`config.mk`:
```
export PLATFORM = sky130hd
export DESIGN_NAME = his_peak_reader_flat
export DESIGN_NICKNAME = d
export VERILOG_FILES = /design/src/rtl/his_peak_reader_pkg.sv /design/src/rtl/his_peak_reader_if.sv /design/src/rtl/his_peak_reader_max_tracker.sv /design/src/rtl/his_peak_reader.sv /design/src/flat_wrapper.sv
export SDC_FILE = /design/constraint.sdc
export NUM_CORES = 1
export LEC_CHECK = 0
export BUFFER_PORTS_ARGS = -buffer_cell sky130_fd_sc_hd__buf_2
export CAP_MARGIN = 20
export CORE_ASPECT_RATIO = 1.75
export CORE_MARGIN = 3
export CORE_UTILIZATION = 35
export CTS_BUF_LIST = sky130_fd_sc_hd__clkbuf_8
export CTS_CLUSTER_SIZE = 10
export DETAILED_ROUTE_END_ITERATION = 16
export GPL_TIMING_DRIVEN = 0
export HOLD_SLACK_MARGIN = 0.1
export PLACE_DENSITY = 0.63
export SLEW_MARGIN = 20
export SYNTH_ARGS = -nofsm -noshare
export SYNTH_HDL_FRONTEND = slang
export SYNTH_HIERARCHICAL = 1
export SYNTH_SLANG_ARGS = --single-unit
```
`constraint.sdc`:
```
create_clock -name clk -period 3.7 [get_ports clk]
set_input_delay 0 -clock clk [delete_from_list [all_inputs] [get_ports clk]]
set_output_delay 0 -clock clk [all_outputs]
set_load 0.02 [all_outputs]
```
`src/rtl/his_peak_reader_pkg.sv`:
```
// Shared types and constants for the histogram peak reader.
package his_peak_reader_pkg;

    localparam int unsigned DEF_RAM_ADDR = 10;
    localparam int unsigned DEF_PEAK_MAX = 16;
    localparam int unsigned DEF_BIN_NUM  = 64;

    // RAM port polarities: port b read enable is active low, port a write enable active high
    localparam logic RD_EN = 1'b0;
    localparam logic WR_EN = 1'b1;

    typedef enum logic [1:0] {
        S_IDLE,
        S_READ,
        S_DRAIN,
        S_DONE
    } state_t;

endpackage

```
`src/rtl/his_peak_reader_if.sv`:
```
// Dual-port histogram RAM bus: port b read path and port a clear path.
interface his_peak_reader_if #(
    parameter int unsigned RAM_ADDR = 10,
    parameter int unsigned PEAK_MAX = 16
);
    logic [RAM_ADDR-1:0] raddr;
    logic                rEnable;
    logic                readFlag;
    logic [PEAK_MAX-1:0] counts;
    logic [RAM_ADDR-1:0] waddr;
    logic                wEnable;
    logic                writeFlag;
    logic [PEAK_MAX-1:0] newCounts;

    modport master (
        output raddr, rEnable, readFlag,
        output waddr, wEnable, writeFlag, newCounts,
        input  counts
    );

    modport slave (
        input  raddr, rEnable, readFlag,
        input  waddr, wEnable, writeFlag, newCounts,
        output counts
    );
endinterface

```
`src/rtl/his_peak_reader_max_tracker.sv`:
```
// Running max / argmax tracker with synchronous clear; strict greater-than,
// so on equal values the earliest (lowest index) entry is kept.
// max_val/max_idx include the compare of the current cycle, which lets a
// caller capture the final result on the same edge as the last compare.
module his_max_tracker #(
    parameter int unsigned VAL_W = 16,
    parameter int unsigned IDX_W = 6
) (
    input  logic             clk,
    input  logic             rst_n,
    input  logic             clr,
    input  logic             en,
    input  logic [VAL_W-1:0] value,
    input  logic [IDX_W-1:0] idx,
    output logic [VAL_W-1:0] max_val,
    output logic [IDX_W-1:0] max_idx
);

    logic [VAL_W-1:0] run_max;
    logic [IDX_W-1:0] run_idx;

    // next running values: clear, or take a strictly larger sample
    always_comb begin
        max_val = run_max;
        max_idx = run_idx;
        if (clr) begin
            max_val = '0;
            max_idx = '0;
        end else if (en && (value > run_max)) begin
            max_val = value;
            max_idx = idx;
        end
    end

    // hold the running max/argmax
    always_ff @(posedge clk or negedge rst_n) begin
        if (!rst_n) begin
            run_max <= '0;
            run_idx <= '0;
        end else begin
            run_max <= max_val;
            run_idx <= max_idx;
        end
    end

endmodule

```
`src/rtl/his_peak_reader.sv`:
```
// Histogram peak reader: scans BIN_NUM bins of one pixel through RAM port b
// and reports the peak bin index and count.
// Optional feature macro: CLEAR_AFTER_READ_EN (zero each bin via port a
// one cycle after it is read).
module his_peak_reader
    import his_peak_reader_pkg::*;
#(
    parameter int unsigned RAM_ADDR = DEF_RAM_ADDR,
    parameter int unsigned PEAK_MAX = DEF_PEAK_MAX,
    parameter int unsigned BIN_NUM  = DEF_BIN_NUM,
    parameter int unsigned BIN_W    = $clog2(BIN_NUM)
) (
    input  logic                clk,
    input  logic                res,
    input  logic                start,
    input  logic [RAM_ADDR-1:0] baseAddr,
    his_peak_reader_if.master   ram,
    output logic                busy,
    output logic                done,
    output logic [BIN_W-1:0]    peakBin,
    output logic [PEAK_MAX-1:0] peakCount,
    output logic                peakValid
);

    localparam logic [BIN_W-1:0] LAST_BIN = BIN_W'(BIN_NUM - 1);

    state_t              state;
    logic [RAM_ADDR-1:0] raddr_q;
    logic                rd_en_q;
    logic                rd_flag_q;
    logic [BIN_W-1:0]    rd_bin;

    // read issued last cycle; its data is on counts this cycle
    logic                cmp_en;
    logic [BIN_W-1:0]    cmp_bin;

    logic                clr_run;
    logic [PEAK_MAX-1:0] max_val;
    logic [BIN_W-1:0]    max_idx;

    assign clr_run = (state == S_IDLE) && start;

    his_max_tracker #(
        .VAL_W(PEAK_MAX),
        .IDX_W(BIN_W)
    ) u_max (
        .clk    (clk),
        .rst_n  (res),
        .clr    (clr_run),
        .en     (cmp_en),
        .value  (ram.counts),
        .idx    (cmp_bin),
        .max_val(max_val),
        .max_idx(max_idx)
    );

    // scan FSM with registered RAM read controls and results
    always_ff @(posedge clk or negedge res) begin
        if (!res) begin
            state     <= S_IDLE;
            raddr_q   <= '0;
            rd_en_q   <= ~RD_EN;
            rd_flag_q <= 1'b0;
            rd_bin    <= '0;
            busy      <= 1'b0;
            done      <= 1'b0;
            peakBin   <= '0;
            peakCount <= '0;
            peakValid <= 1'b0;
        end else begin
            case (state)
                S_IDLE: begin
                    if (start) begin
                        state     <= S_READ;
                        busy      <= 1'b1;
                        raddr_q   <= baseAddr;
                        rd_bin    <= '0;
                        rd_en_q   <= RD_EN;
                        rd_flag_q <= 1'b1;
                    end
                end
                S_READ: begin
                    if (rd_bin == LAST_BIN) begin
                        state     <= S_DRAIN;
                        rd_en_q   <= ~RD_EN;
                        rd_flag_q <= 1'b0;
                    end else begin
                        rd_bin  <= rd_bin + BIN_W'(1);
                        raddr_q <= raddr_q + RAM_ADDR'(1);
                    end
                end
                S_DRAIN: begin
                    // last word is compared this cycle; capture the tracker's
                    // post-compare value so results are valid with done
                    state     <= S_DONE;
                    done      <= 1'b1;
                    peakBin   <= max_idx;
                    peakCount <= max_val;
                    peakValid <= (max_val != '0);
                end
                S_DONE: begin
                    state <= S_IDLE;
                    done  <= 1'b0;
                    busy  <= 1'b0;
                end
                default: state <= S_IDLE;
            endcase
        end
    end

    // delay the issued read's bin index to line up with counts
    always_ff @(posedge clk or negedge res) begin
        if (!res) begin
            cmp_en  <= 1'b0;
            cmp_bin <= '0;
        end else begin
            cmp_en  <= rd_flag_q;
            cmp_bin <= rd_bin;
        end
    end

    assign ram.raddr    = raddr_q;
    assign ram.rEnable  = rd_en_q;
    assign ram.readFlag = rd_flag_q;

`ifdef CLEAR_AFTER_READ_EN
    logic [RAM_ADDR-1:0] cmp_addr;

    // delay the issued read address to clear the bin just read
    always_ff @(posedge clk or negedge res) begin
        if (!res) begin
            cmp_addr <= '0;
        end else begin
            cmp_addr <= raddr_q;
        end
    end

    assign ram.waddr     = cmp_en ? cmp_addr : '0;
    assign ram.wEnable   = cmp_en ? WR_EN : ~WR_EN;
    assign ram.writeFlag = cmp_en;
    assign ram.newCounts = '0;
`else
    assign ram.waddr     = '0;
    assign ram.wEnable   = ~WR_EN;
    assign ram.writeFlag = 1'b0;
    assign ram.newCounts = '0;
`endif

endmodule

```
`src/flat_wrapper.sv`:
```
// flat-port wrapper written by rule: the top's interface ports become plain ports
module his_peak_reader_flat import his_peak_reader_pkg::*;
#(
    parameter int unsigned RAM_ADDR = DEF_RAM_ADDR,
    parameter int unsigned PEAK_MAX = DEF_PEAK_MAX,
    parameter int unsigned BIN_NUM  = DEF_BIN_NUM,
    parameter int unsigned BIN_W    = $clog2(BIN_NUM)
)
  (clk, res, start, baseAddr, busy, done, peakBin, peakCount, peakValid, ram_raddr, ram_rEnable, ram_readFlag, ram_waddr, ram_wEnable, ram_writeFlag, ram_newCounts, ram_counts);
  his_peak_reader_if #(.RAM_ADDR(RAM_ADDR), .PEAK_MAX(PEAK_MAX)) ram_i ();
  input  logic clk;
  input  logic res;
  input  logic start;
  input  logic [RAM_ADDR-1:0] baseAddr;
  output logic busy;
  output logic done;
  output logic [BIN_W-1:0] peakBin;
  output logic [PEAK_MAX-1:0] peakCount;
  output logic peakValid;
  output wire logic [$bits(ram_i.raddr)-1:0] ram_raddr;
  output wire logic [$bits(ram_i.rEnable)-1:0] ram_rEnable;
  output wire logic [$bits(ram_i.readFlag)-1:0] ram_readFlag;
  output wire logic [$bits(ram_i.waddr)-1:0] ram_waddr;
  output wire logic [$bits(ram_i.wEnable)-1:0] ram_wEnable;
  output wire logic [$bits(ram_i.writeFlag)-1:0] ram_writeFlag;
  output wire logic [$bits(ram_i.newCounts)-1:0] ram_newCounts;
  input wire logic [$bits(ram_i.counts)-1:0] ram_counts;
  assign ram_raddr = ram_i.raddr;
  assign ram_rEnable = ram_i.rEnable;
  assign ram_readFlag = ram_i.readFlag;
  assign ram_waddr = ram_i.waddr;
  assign ram_wEnable = ram_i.wEnable;
  assign ram_writeFlag = ram_i.writeFlag;
  assign ram_newCounts = ram_i.newCounts;
  assign ram_i.counts = ram_counts;
  his_peak_reader #(.RAM_ADDR(RAM_ADDR), .PEAK_MAX(PEAK_MAX), .BIN_NUM(BIN_NUM), .BIN_W(BIN_W)) u_core (.clk(clk), .res(res), .start(start), .baseAddr(baseAddr), .ram(ram_i), .busy(busy), .done(done), .peakBin(peakBin), .peakCount(peakCount), .peakValid(peakValid));
endmodule
```
==> impl_metrics.py, run 1 <==
metrics = {
    "pwr": {
        "cellPowerDensity_mw_per_mm2": 300.4,
        "irDropWorstVdd_mv": 0.1841,
        "p_leak_nw": 2.654,
        "power_mw": 1.707,
    },
    "setup_path": {
        "r2r_setup_slack_ns": 0.28,
        "path_max_fanout": 10,
        "start_kind": "flop",
        "endpoint": "u_core/peakValid",
        "cp-startpoint": "u_core/state[0]",
        "required_ns": 3.94,
        "cp.arrival_ns": 3.66,
        "r2r-start": "u_core/state[0]",
        "cp.depth": 13,
        "cp_top_family": "buffers and inverters",
        "cp_slowest_cell": "clkbuf_1",
        "rr_worst_depth": 13,
        "cp_cell_sequence": "inv_1 > ha_1 > buf_6 > nand2_1 > inv_1 > clkbuf_1 > clkbuf_1 > nor3_1 > a41oi_1 > o21ai_0 > nor4_1 > and4_1 > a21oi_1",
        "slowest_delay_ns": 0.49,
        "path_class": "flop to flop",
        "endpoint_kind": "flop",
        "timing.rr.end": "u_core/peakValid",
        "crit_buf_inv": 5,
    },
    "routing": {
        "drc": 0,
        "wl_per_cell_um": 16.28,
        "dr.pass1.iters": 5,
        "drt_iter0_drc": 309,
        "num_vias": 3958,
        "routed_wl_um": 12310,
        "ant_nets": 0,
        "viasPerCell": 5.235,
    },
    "final_layout": {
        "area_delta_synth_final_pct": 26.74,
        "diodes": 0,
        "nNetsFinal": 635,
        "drive_gt1_frac": 0.2721,
        "final_common_cell": "dfrtp_1",
        "regArea_mm2": 0.001853,
        "nFillCells": 1200,
        "multiInputGateArea_mm2": 0.002275,
        "final_cell_mix": "dfrtp_1, buf_2, nor3_1",
    },
    "global_route": {
        "grt_util_all_layers": 0.1745,
        "grt_pass1_wl_um": 19950,
        "first_global_vias": 4051,
        "grt_start_max_net_pins": 48,
        "antenna_found_initial": 0,
        "grt-ovfl-total": 0,
    },
    "synth": {
        "async_flop_share": 1.000,
        "ys_types": 54,
        "synth-edff-count": 0,
        "syn_avg_cell_area_um2": 9.940,
        "synth-seq-cells": 74,
        "synth_ff_type": "dfrtp_1",
        "seq_area_frac_synth": 0.4133,
        "yosysWarnings": 6,
        "synthCells": 451,
        "syn_area_mm2": 0.004483,
    },
    "clocking": {
        "worstSkewPairLatency_ns": 0.36,
        "root_buffer": "clkbuf_8",
        "htree_levels": 3,
        "clk_path_buf_depth": 2,
        "clock_sinks": 74,
        "cts_tree": "done",
        "cts_resized": 0,
        "cts_buffers": 9,
        "clk_pin_slew_worst_paths_ns": 0.08,
    },
    "timing": {
        "slew_headroom": 0.5649,
        "period_needed_ns": 3.418,
        "hold_viol": 0,
        "setup_tns_ns": 0,
        "slew_violations": 0,
        "final.setup.worst_slack_ns": 0.2820,
        "rsz0062_at_grt": "false",
        "finalSetupViolCount": 0,
        "max_freq_mhz": 292.6,
        "fin_skew_ns": 0.008067,
        "tightest_slew_ns": 0.6458,
        "post-route-period-util": 0.9238,
    },
    "die": {
        "fp.dieW_um": 91.55,
        "fp.dieH_um": 155.7,
        "dieArea_mm2": 0.01426,
        "core_area_mm2": 0.01250,
        "start_util": 0.3587,
        "rows": 54,
        "io_pins": 94,
    },
    "min_path": {
        "hp-class": "input pin to async pin",
    },
    "placement": {
        "port_buffers": 65,
        "dp_slack_ns": 0.3518,
        "gp_congestion": 0.8709,
        "dp_hpwl_um": 9057,
    },
    "run_status": {
        "outcome": "complete, no violations",
    },
    "run": {
        "maxCapViolations": 0,
    },
}
-- cell type report --
cell class,instances,area share
flip-flops and latches,74,0.3261
multi-input cells,323,0.4004
inverters,22,0.01453
well taps,168,0.03700
clock inverters,7,0.02070
plain buffers,59,0.06584
repair buffers,94,0.1136
clock buffers,9,0.02180
-- worst min-delay path, stage by stage --
cell and delay (ns):
dlygate4sd3_1 0.52, buf_4 0.14, buf_12 0.19
-- flip-flops by register name (all words and copies together) (netlist names) --
register,cells
u_core/peakCount,16
u_core/u_max/run_max,16
u_core/ram.raddr,10
u_core/cmp_bin,6
u_core/peakBin,6
u_core/rd_bin,6
u_core/u_max/run_idx,6
u_core/state,2
u_core/busy,1
u_core/cmp_en,1
u_core/done,1
u_core/peakValid,1
u_core/ram.rEnable,1
u_core/ram.readFlag,1
-- report_power, final --
group / switching (mW) / internal (mW) / total (mW)
registers: 0 / 0.808 / 0.808
logic: 0.0662 / 0.0601 / 0.126
clock network: 0.325 / 0.448 / 0.773
total: 0.391 / 1.32 / 1.71
-- routing by layer --
metal,part of all wire,vias to the layer above,wire length [µm],global-route usage
li1,-,1865,-,-
met1,0.37,1918,4613,0.1854
met2,0.53,147,6562,0.3129
met3,0.050,28,613,0.03716
met4,0.042,0,522,0.1043
met5,0,-,0,0
-- worst min-delay path by stage --
stage,startpoint,depth (start not counted),slack [ns],end
2_1_floorplan,res,0,-0.30,u_core/busy
3_3_place_gp,baseAddr[9],3,0.26,u_core/ram.raddr[9]
3_5_place_dp,res,1,-0.05,u_core/peakCount[3]
4_1_cts,res,3,0.13,u_core/peakCount[6]
5_1_grt,res,3,0.16,u_core/peakCount[4]
6_report,res,3,0.14,u_core/u_max/run_max[4]
-- cell families (layout without fill, tap and decap cells) --
logic type               after synthesis  count (layout)  share of synthesized area
adder cells (fa/ha/maj)               23              23                    0.06419
AND/OR/NAND/NOR                      137             137                     0.1772
buffers and inverters                 81             191                     0.1019
AO/OA/AOI/OAI                        104             104                     0.1658
flip-flops                            74              74                     0.4133
other                                  1              28                  0.0008365
multiplexers                          31              31                    0.07675
-- what timing repair did --
item                                   in CTS  in global routing
hold buffers                               28                  0
setup buffers                               0                  0
endpoints found under the hold margin     101                  0
-- per-stage QoR --
step / cells / instance area (µm²) / hold slack, ns / util
global route: 756 / 5682 / 0.1624 / 0.4546
finish: 756 / 5682 / 0.1365 / 0.4546
floorplan: 478 / 4584 / -0.2956 / -
detailed placement: 712 / 5150 / -0.04845 / 0.4120
CTS: 756 / 5682 / 0.1346 / 0.4546
global placement: 711 / 5120 / 0.2650 / 0.4096
-- cells in the mapped netlist, types with 2 or more instances --
library cell / count / area, µm²
o22a_1: 2 / 17.52
nand3b_1: 21 / 157.7
buf_2: 8 / 40.04
o22ai_1: 3 / 18.77
a21o_1: 2 / 15.01
nor3b_1: 16 / 120.1
nand4_1: 6 / 37.54
a21oi_1: 18 / 90.09
a41oi_1: 23 / 201.4
o21ai_2: 2 / 17.52
dfrtp_1: 73 / 1827
nand3_1: 6 / 30.03
a211oi_1: 2 / 15.01
nor4_1: 4 / 25.02
ha_1: 23 / 287.8
a31oi_1: 2 / 12.51
o21ai_1: 21 / 105.1
nor3_1: 35 / 175.2
mux2i_1: 7 / 70.07
nor2_1: 11 / 41.29
nor2b_1: 2 / 12.51
nand2b_1: 6 / 37.54
buf_4: 28 / 210.2
inv_1: 22 / 82.58
a221o_1: 2 / 20.02
nand2_1: 21 / 78.83
clkbuf_1: 18 / 67.56
a2111oi_4: 2 / 55.05
mux2_2: 22 / 247.7
buf_6: 5 / 56.30
nand3_2: 2 / 20.02
o21ai_0: 14 / 70.07
Power figures use the tool's default switching activity.
==> inputs of run 2 (changes only) <==
--- a/config.mk
+++ b/config.mk
@@ -10,7 +10,7 @@
 export CORE_ASPECT_RATIO = 1.75
 export CORE_MARGIN = 3
 export CORE_UTILIZATION = 35
-export CTS_BUF_LIST = sky130_fd_sc_hd__clkbuf_8
+export CTS_BUF_LIST = sky130_fd_sc_hd__clkbuf_16
 export CTS_CLUSTER_SIZE = 10
 export DETAILED_ROUTE_END_ITERATION = 16
 export GPL_TIMING_DRIVEN = 0
==> run 2 against run 1 <==
Effect of this change: hold slack worse by 0.015 ns; clock power is 31% higher; clock skew is 0.0010 ns lower; highest routed layer unchanged; maximum frequency is 0.76% higher; critical endpoint unchanged; global-route usage is 0.14 points lower; largest cell class unchanged; clock-buffer cell count stayed put; via count is 0.81% higher.
==> impl_metrics.py, run 2 (synthesized netlist as in run 1, its figures left out) <==
metrics = {
    "run_status": {
        "outcome": "complete, no violations",
    },
    "run": {
        "maxCapViolations": 0,
    },
    "global_route": {
        "grt-ovfl-total": 0,
        "grt_start_max_net_pins": 48,
        "grt_util_all_layers": 0.1731,
        "antenna_found_initial": 0,
        "grt_pass1_wl_um": 19890,
        "first_global_vias": 4039,
    },
    "routing": {
        "dr_wl_met3_um": 641,
        "routed_wl_um": 12340,
        "viasPerCell": 5.285,
        "wl_met1_um": 4624,
        "drt_iter0_drc": 308,
        "dr.max_layer_used": "met4",
        "wl_per_cell_um": 16.35,
        "num_vias": 3990,
        "ant_nets": 0,
        "drc": 0,
        "dr.pass1.iters": 5,
        "met2WireLength_um": 6542,
    },
    "setup_path": {
        "rr_worst_depth": 13,
        "start_kind": "flop",
        "cp_top_family": "buffers and inverters",
        "endpoint_kind": "flop",
        "cp-startpoint": "u_core/state[0]",
        "path_class": "flop to flop",
        "slowest_delay_ns": 0.48,
        "r2r_setup_slack_ns": 0.31,
        "cp_cell_sequence": "inv_1 > ha_1 > buf_6 > nand2_1 > inv_1 > clkbuf_1 > clkbuf_1 > nor3_1 > a41oi_1 > o21ai_0 > nor4_1 > and4_1 > a21oi_1",
        "cp_slowest_cell": "clkbuf_1",
        "cp.arrival_ns": 3.60,
        "crit_buf_inv": 5,
        "timing.rr.end": "u_core/peakValid",
        "required_ns": 3.90,
        "r2r-start": "u_core/state[0]",
        "path_max_fanout": 10,
    },
    "final_layout": {
        "nNetsFinal": 634,
        "final_cell_mix": "dfrtp_1, buf_2, nor3_1",
        "area_delta_synth_final_pct": 28.55,
        "regArea_mm2": 0.001853,
        "diodes": 0,
        "design_area_mm2": 0.005763,
        "final_common_cell": "dfrtp_1",
        "multiInputGateArea_mm2": 0.002275,
        "drive_gt1_frac": 0.2709,
        "nFillCells": 1187,
    },
    "die": {
        "rows": 54,
        "core_area_mm2": 0.01250,
        "dieArea_mm2": 0.01426,
        "start_util": 0.3587,
        "fp.dieW_um": 91.55,
        "fp.dieH_um": 155.7,
        "io_pins": 94,
    },
    "clocking": {
        "root_buffer": "clkbuf_16",
        "cts_tree": "done",
        "clk_pin_slew_worst_paths_ns": 0.06,
        "clk_path_buf_depth": 2,
        "htree_levels": 3,
        "cts_buffers": 9,
        "worstSkewPairLatency_ns": 0.33,
        "clock_sinks": 74,
    },
    "timing": {
        "finalSetupViolCount": 0,
        "slew_violations": 0,
        "slew_headroom": 0.5810,
        "final.setup.worst_slack_ns": 0.3077,
        "setup_tns_ns": 0,
        "tightest_slew_ns": 0.6220,
        "whs_ns": 0.1217,
        "post-route-period-util": 0.9168,
        "hold_viol": 0,
        "fin_skew_ns": 0.007020,
        "period_needed_ns": 3.392,
        "rsz0062_at_grt": "false",
        "max_freq_mhz": 294.8,
    },
    "pwr": {
        "pwr-share-comb": 0.064,
        "irDropWorstVdd_mv": 0.2479,
        "power_mw": 1.942,
        "seq_power_share": 0.417,
        "cellPowerDensity_mw_per_mm2": 337.0,
        "swShare": 0.2142,
        "internal_power_mw": 1.526,
        "power_switching_mw": 0.4160,
        "clockPowerShare": 0.520,
        "p_leak_nw": 2.691,
    },
    "placement": {
        "dp_hpwl_um": 9057,
        "port_buffers": 65,
        "dpl-instance-area_mm2": 0.005150,
        "dp_slack_ns": 0.3518,
        "gp_congestion": 0.8709,
    },
    "min_path": {
        "hp-class": "input pin to async pin",
    },
}
==> run 2: metrics by stage <==
stage	std cells	util
after floorplan	478	-
after global placement	711	0.4096
after detailed placement	712	0.4120
after CTS	755	0.4611
after global routing	755	0.4611
final	755	0.4611
==> run 2: area by class of cell <==
type | count | area share
Sequential cell | 74 | 0.3215
Multi-Input combinational cell | 323 | 0.3947
Buffer | 59 | 0.06492
Timing Repair Buffer | 93 | 0.1086
Tap cell | 168 | 0.03647
Clock buffer | 9 | 0.03908
Clock inverter | 7 | 0.02041
Inverter | 22 | 0.01433
==> run 2: power by group through the flow <==
stage / Clock [mW] / Combinational [mW] / Sequential (mW)
floorplan: 0 / 0.0571 / 0.824
global placement: 0 / 0.0943 / 0.824
detailed placement: 0 / 0.100 / 0.824
CTS: 1.03 / 0.122 / 0.809
global route: 1.06 / 0.135 / 0.809
finish: 1.01 / 0.124 / 0.809
==> run 2: how the worst max path moves through the flow <==
stage,cells past startpoint,slack [ns],endpoint
6_report,13,0.31,u_core/peakValid
5_1_grt,13,0.01,u_core/peakValid
4_1_cts,13,0.33,u_core/peakValid
3_5_place_dp,13,0.35,u_core/peakValid
3_3_place_gp,13,0.45,u_core/peakValid
2_1_floorplan,13,1.12,u_core/peakValid
==> run 2: routing by layer <==
layer / track usage / vias to the layer above
li1: - / 1870
met1: 0.1866 / 1910
met2: 0.3111 / 177
met3: 0.03137 / 33
met4: 0.1036 / 0
met5: 0 / -
==> run 2: repair_timing <==
item	in CTS	in global routing
hold endpoints to repair	99	0
hold buffers	27	0
gates resized for setup	0	0
buffers inserted	0	0
endpoints found under the setup margin	0	0
==> inputs of run 3 (changes only) <==
--- a/config.mk
+++ b/config.mk
@@ -15,9 +15,9 @@
 export DETAILED_ROUTE_END_ITERATION = 16
 export GPL_TIMING_DRIVEN = 0
 export HOLD_SLACK_MARGIN = 0.1
-export PLACE_DENSITY = 0.63
+export PLACE_DENSITY = 0.64
+export SKIP_CTS_REPAIR_TIMING = 1
 export SLEW_MARGIN = 20
 export SYNTH_ARGS = -nofsm -noshare
 export SYNTH_HDL_FRONTEND = slang
-export SYNTH_HIERARCHICAL = 1
 export SYNTH_SLANG_ARGS = --single-unit
==> run 3 against run 2 <==
Effect of this change: critical path depth is 3 lower; clock skew hardly changed; global-route usage is 2.2 points lower; register-to-register slack better by 0.98 ns; non-clock buffer count is 13 lower; clock-buffer cell count stayed put; sequential power is 66% higher; cell count is 15% lower; clock power is 7% lower; design area is 13% lower; via count is 22% lower; synthesized area is 15% lower; largest cell class is now sequential cells; largest power group is now combinational logic; highest routed layer unchanged.
==> impl_metrics.py, run 3 <==
metrics = {
    "die": {
        "fp.dieH_um": 144.0,
        "dieArea_mm2": 0.01222,
        "fp.dieW_um": 84.86,
        "start_util": 0.3654,
        "rows": 49,
        "core_area_mm2": 0.01042,
        "io_pins": 94,
    },
    "setup_path": {
        "endpoint_kind": "flop",
        "path_class": "flop to flop",
        "r2r-start": "u_core.u_max.run_max[1]",
        "timing.rr.end": "u_core.peakCount[14]",
        "path_max_fanout": 10,
        "start_kind": "flop",
        "rr_worst_depth": 10,
        "cp.arrival_ns": 2.59,
        "r2r_setup_slack_ns": 1.29,
        "required_ns": 3.89,
    },
    "synth": {
        "yosysTopAreaCellShare": 0.4796,
        "synthTopCellsByArea": "dfrtp_1, ha_1, mux2i_1, buf_4, o22ai_1",
        "yosysWarnings": 0,
        "synthMostInstantiatedCell": "dfrtp_1",
        "ys_types": 41,
        "seq_area_frac_synth": 0.4865,
        "async_flop_share": 1.000,
        "syn_avg_cell_area_um2": 10.02,
        "synthCells": 380,
        "synth-seq-cells": 74,
        "yosysTopAreaCell": "dfrtp_1",
        "synthTopCellsByCount": "dfrtp_1, inv_1, nor2_1, o22ai_1, buf_4",
        "synth_ff_type": "dfrtp_1",
        "syn_area_mm2": 0.003809,
        "synth-edff-count": 0,
    },
    "clocking": {
        "clk_pin_slew_worst_paths_ns": 0.06,
        "worstSkewPairLatency_ns": 0.33,
        "cts_buffers": 9,
        "clk_path_buf_depth": 2,
        "root_buffer": "clkbuf_16",
        "cts_tree": "done",
        "htree_levels": 3,
        "clock_sinks": 74,
    },
    "routing": {
        "viasPerCell": 4.818,
        "dr.pass1.iters": 4,
        "drc": 0,
        "drt_iter0_drc": 114,
        "wl_per_cell_um": 14.17,
        "num_vias": 3103,
        "routed_wl_um": 9123,
        "ant_nets": 0,
    },
    "run_status": {
        "outcome": "complete, no violations",
    },
    "final_layout": {
        "final_common_cell": "dfrtp_1",
        "drive_gt1_frac": 0.2321,
        "diodes": 0,
        "final_cell_mix": "dfrtp_1, buf_2, inv_1",
        "nNetsFinal": 563,
        "area_delta_synth_final_pct": 32.13,
    },
    "global_route": {
        "grt_pass1_wl_um": 14580,
        "grt_util_all_layers": 0.1509,
        "grt_start_max_net_pins": 45,
        "first_global_vias": 2991,
        "grt-ovfl-total": 0,
        "antenna_found_initial": 0,
    },
    "timing": {
        "hold_viol": 0,
        "rsz0062_at_grt": "false",
        "final.setup.worst_slack_ns": 1.292,
        "max_freq_mhz": 415.3,
        "period_needed_ns": 2.408,
        "setup_tns_ns": 0,
        "fin_skew_ns": 0.007201,
        "slew_headroom": 0.6384,
        "tightest_slew_ns": 0.5424,
        "post-route-period-util": 0.6507,
        "finalSetupViolCount": 0,
        "slew_violations": 0,
    },
    "pwr": {
        "swShare": 0.4080,
        "internal_power_mw": 2.449,
        "power_mw": 4.137,
        "irDropWorstVdd_mv": 0.3904,
        "seq_power_share": 0.324,
        "pwr-share-comb": 0.449,
        "clockPowerShare": 0.228,
        "cellPowerDensity_mw_per_mm2": 822.0,
        "power_switching_mw": 1.688,
        "p_leak_nw": 2.503,
    },
    "placement": {
        "port_buffers": 65,
        "gp_congestion": 0.8232,
        "dp_slack_ns": 1.320,
        "dp_hpwl_um": 6856,
    },
    "min_path": {
        "hp-class": "input pin to async pin",
    },
    "run": {
        "maxCapViolations": 0,
    },
}
[run 3: changes by cell type after synthesis, sizes merged, moves of 21 or more]
cell    previous run  this run
o22ai              3        31
a41oi             23         0
inv               22        47
mux2              24         0
nand3b            21         0
o21ai             37        12
nor3              35         0
[run 3: through the flow]
| stage | cells | hold slack [ns] | cell area [µm²] | util |
|---|---|---|---|---|
| 3_3_place_gp | 599 | 0.2683 | 4394 | 0.4216 |
| 2_1_floorplan | 407 | -0.2956 | 3910 | - |
| 4_1_cts | 616 | -0.3819 | 4752 | 0.4559 |
| 6_report | 644 | 0.1499 | 5032 | 0.4828 |
| 3_5_place_dp | 600 | -0.02358 | 4424 | 0.4245 |
| 5_1_grt | 644 | 0.1952 | 5032 | 0.4828 |
[run 3: critical path, stage by stage (launching register included)]
cell and delay (ns):
dfrtp_1 0.40, inv_1 0.06, ha_1 0.29, nor2b_1 0.16, o211ai_1 0.10, a2111oi_0 0.37
o31a_2 0.21, buf_6 0.14, buf_12 0.14, mux2i_1 0.27, o22ai_1 0.13
[run 3: power by group through the flow]
stage                     clock (mW)  sequential [mW]  combinational (mW)
final                          0.941             1.34                1.86
after global placement             0             1.33                1.79
after global routing           0.994             1.38                2.07
after detailed placement           0             1.35                1.84
after CTS                      0.962             1.34                1.85
after floorplan                    0             1.49                1.15
[run 3: logic make-up (layout without fill, tap and decap cells)]
group / count (synthesis) / after routing / synth area share
AND/OR/NAND/NOR: 83 / 83 / 0.1074
flip-flops: 74 / 74 / 0.4865
AO/OA/AOI/OAI: 78 / 78 / 0.1252
other: 1 / 28 / 0.0009846
adder cells (fa/ha/maj): 22 / 22 / 0.07227
XOR/XNOR: 3 / 3 / 0.006900
buffers and inverters: 92 / 202 / 0.1298
multiplexers: 27 / 27 / 0.07096
[run 3: final cells by class]
cell class / instances / area, µm²
fill: 980 / 5390
sequential: 74 / 1853
multi-input combinational: 241 / 1563
timing repair buffer: 94 / 635.6
buffer: 45 / 317.8
clock buffer: 9 / 225.2
inverter: 47 / 176.4
tap: 127 / 158.9
clock inverter: 7 / 102.6
[run 3: per-layer routing]
layer  wire length [µm]  GRT usage  vias to the layer above  share of wire
li1                   -          -                     1526              -
met1               3516     0.1665                     1486           0.39
met2               5001     0.2718                       75           0.55
met3                332    0.02794                       16          0.036
met4                272    0.08090                        0          0.030
met5                  0          0                        -              0
[run 3: worst max-delay path by stage]
| stage | endpoint | startpoint | slack (ns) | cells past startpoint |
|---|---|---|---|---|
| 6_report | u_core.peakCount[14] | u_core.u_max.run_max[1] | 1.29 | 10 |
| 5_1_grt | u_core.peakCount[3] | u_core.u_max.run_max[1] | 1.01 | 10 |
| 4_1_cts | u_core.peakCount[14] | u_core.u_max.run_max[1] | 1.28 | 10 |
| 3_5_place_dp | u_core.peakCount[14] | u_core.u_max.run_max[1] | 1.32 | 10 |
| 3_3_place_gp | u_core.peakBin[3] | u_core.u_max.run_max[1] | 1.36 | 10 |
| 2_1_floorplan | u_core.peakCount[0] | u_core.u_max.run_max[1] | 1.62 | 10 |
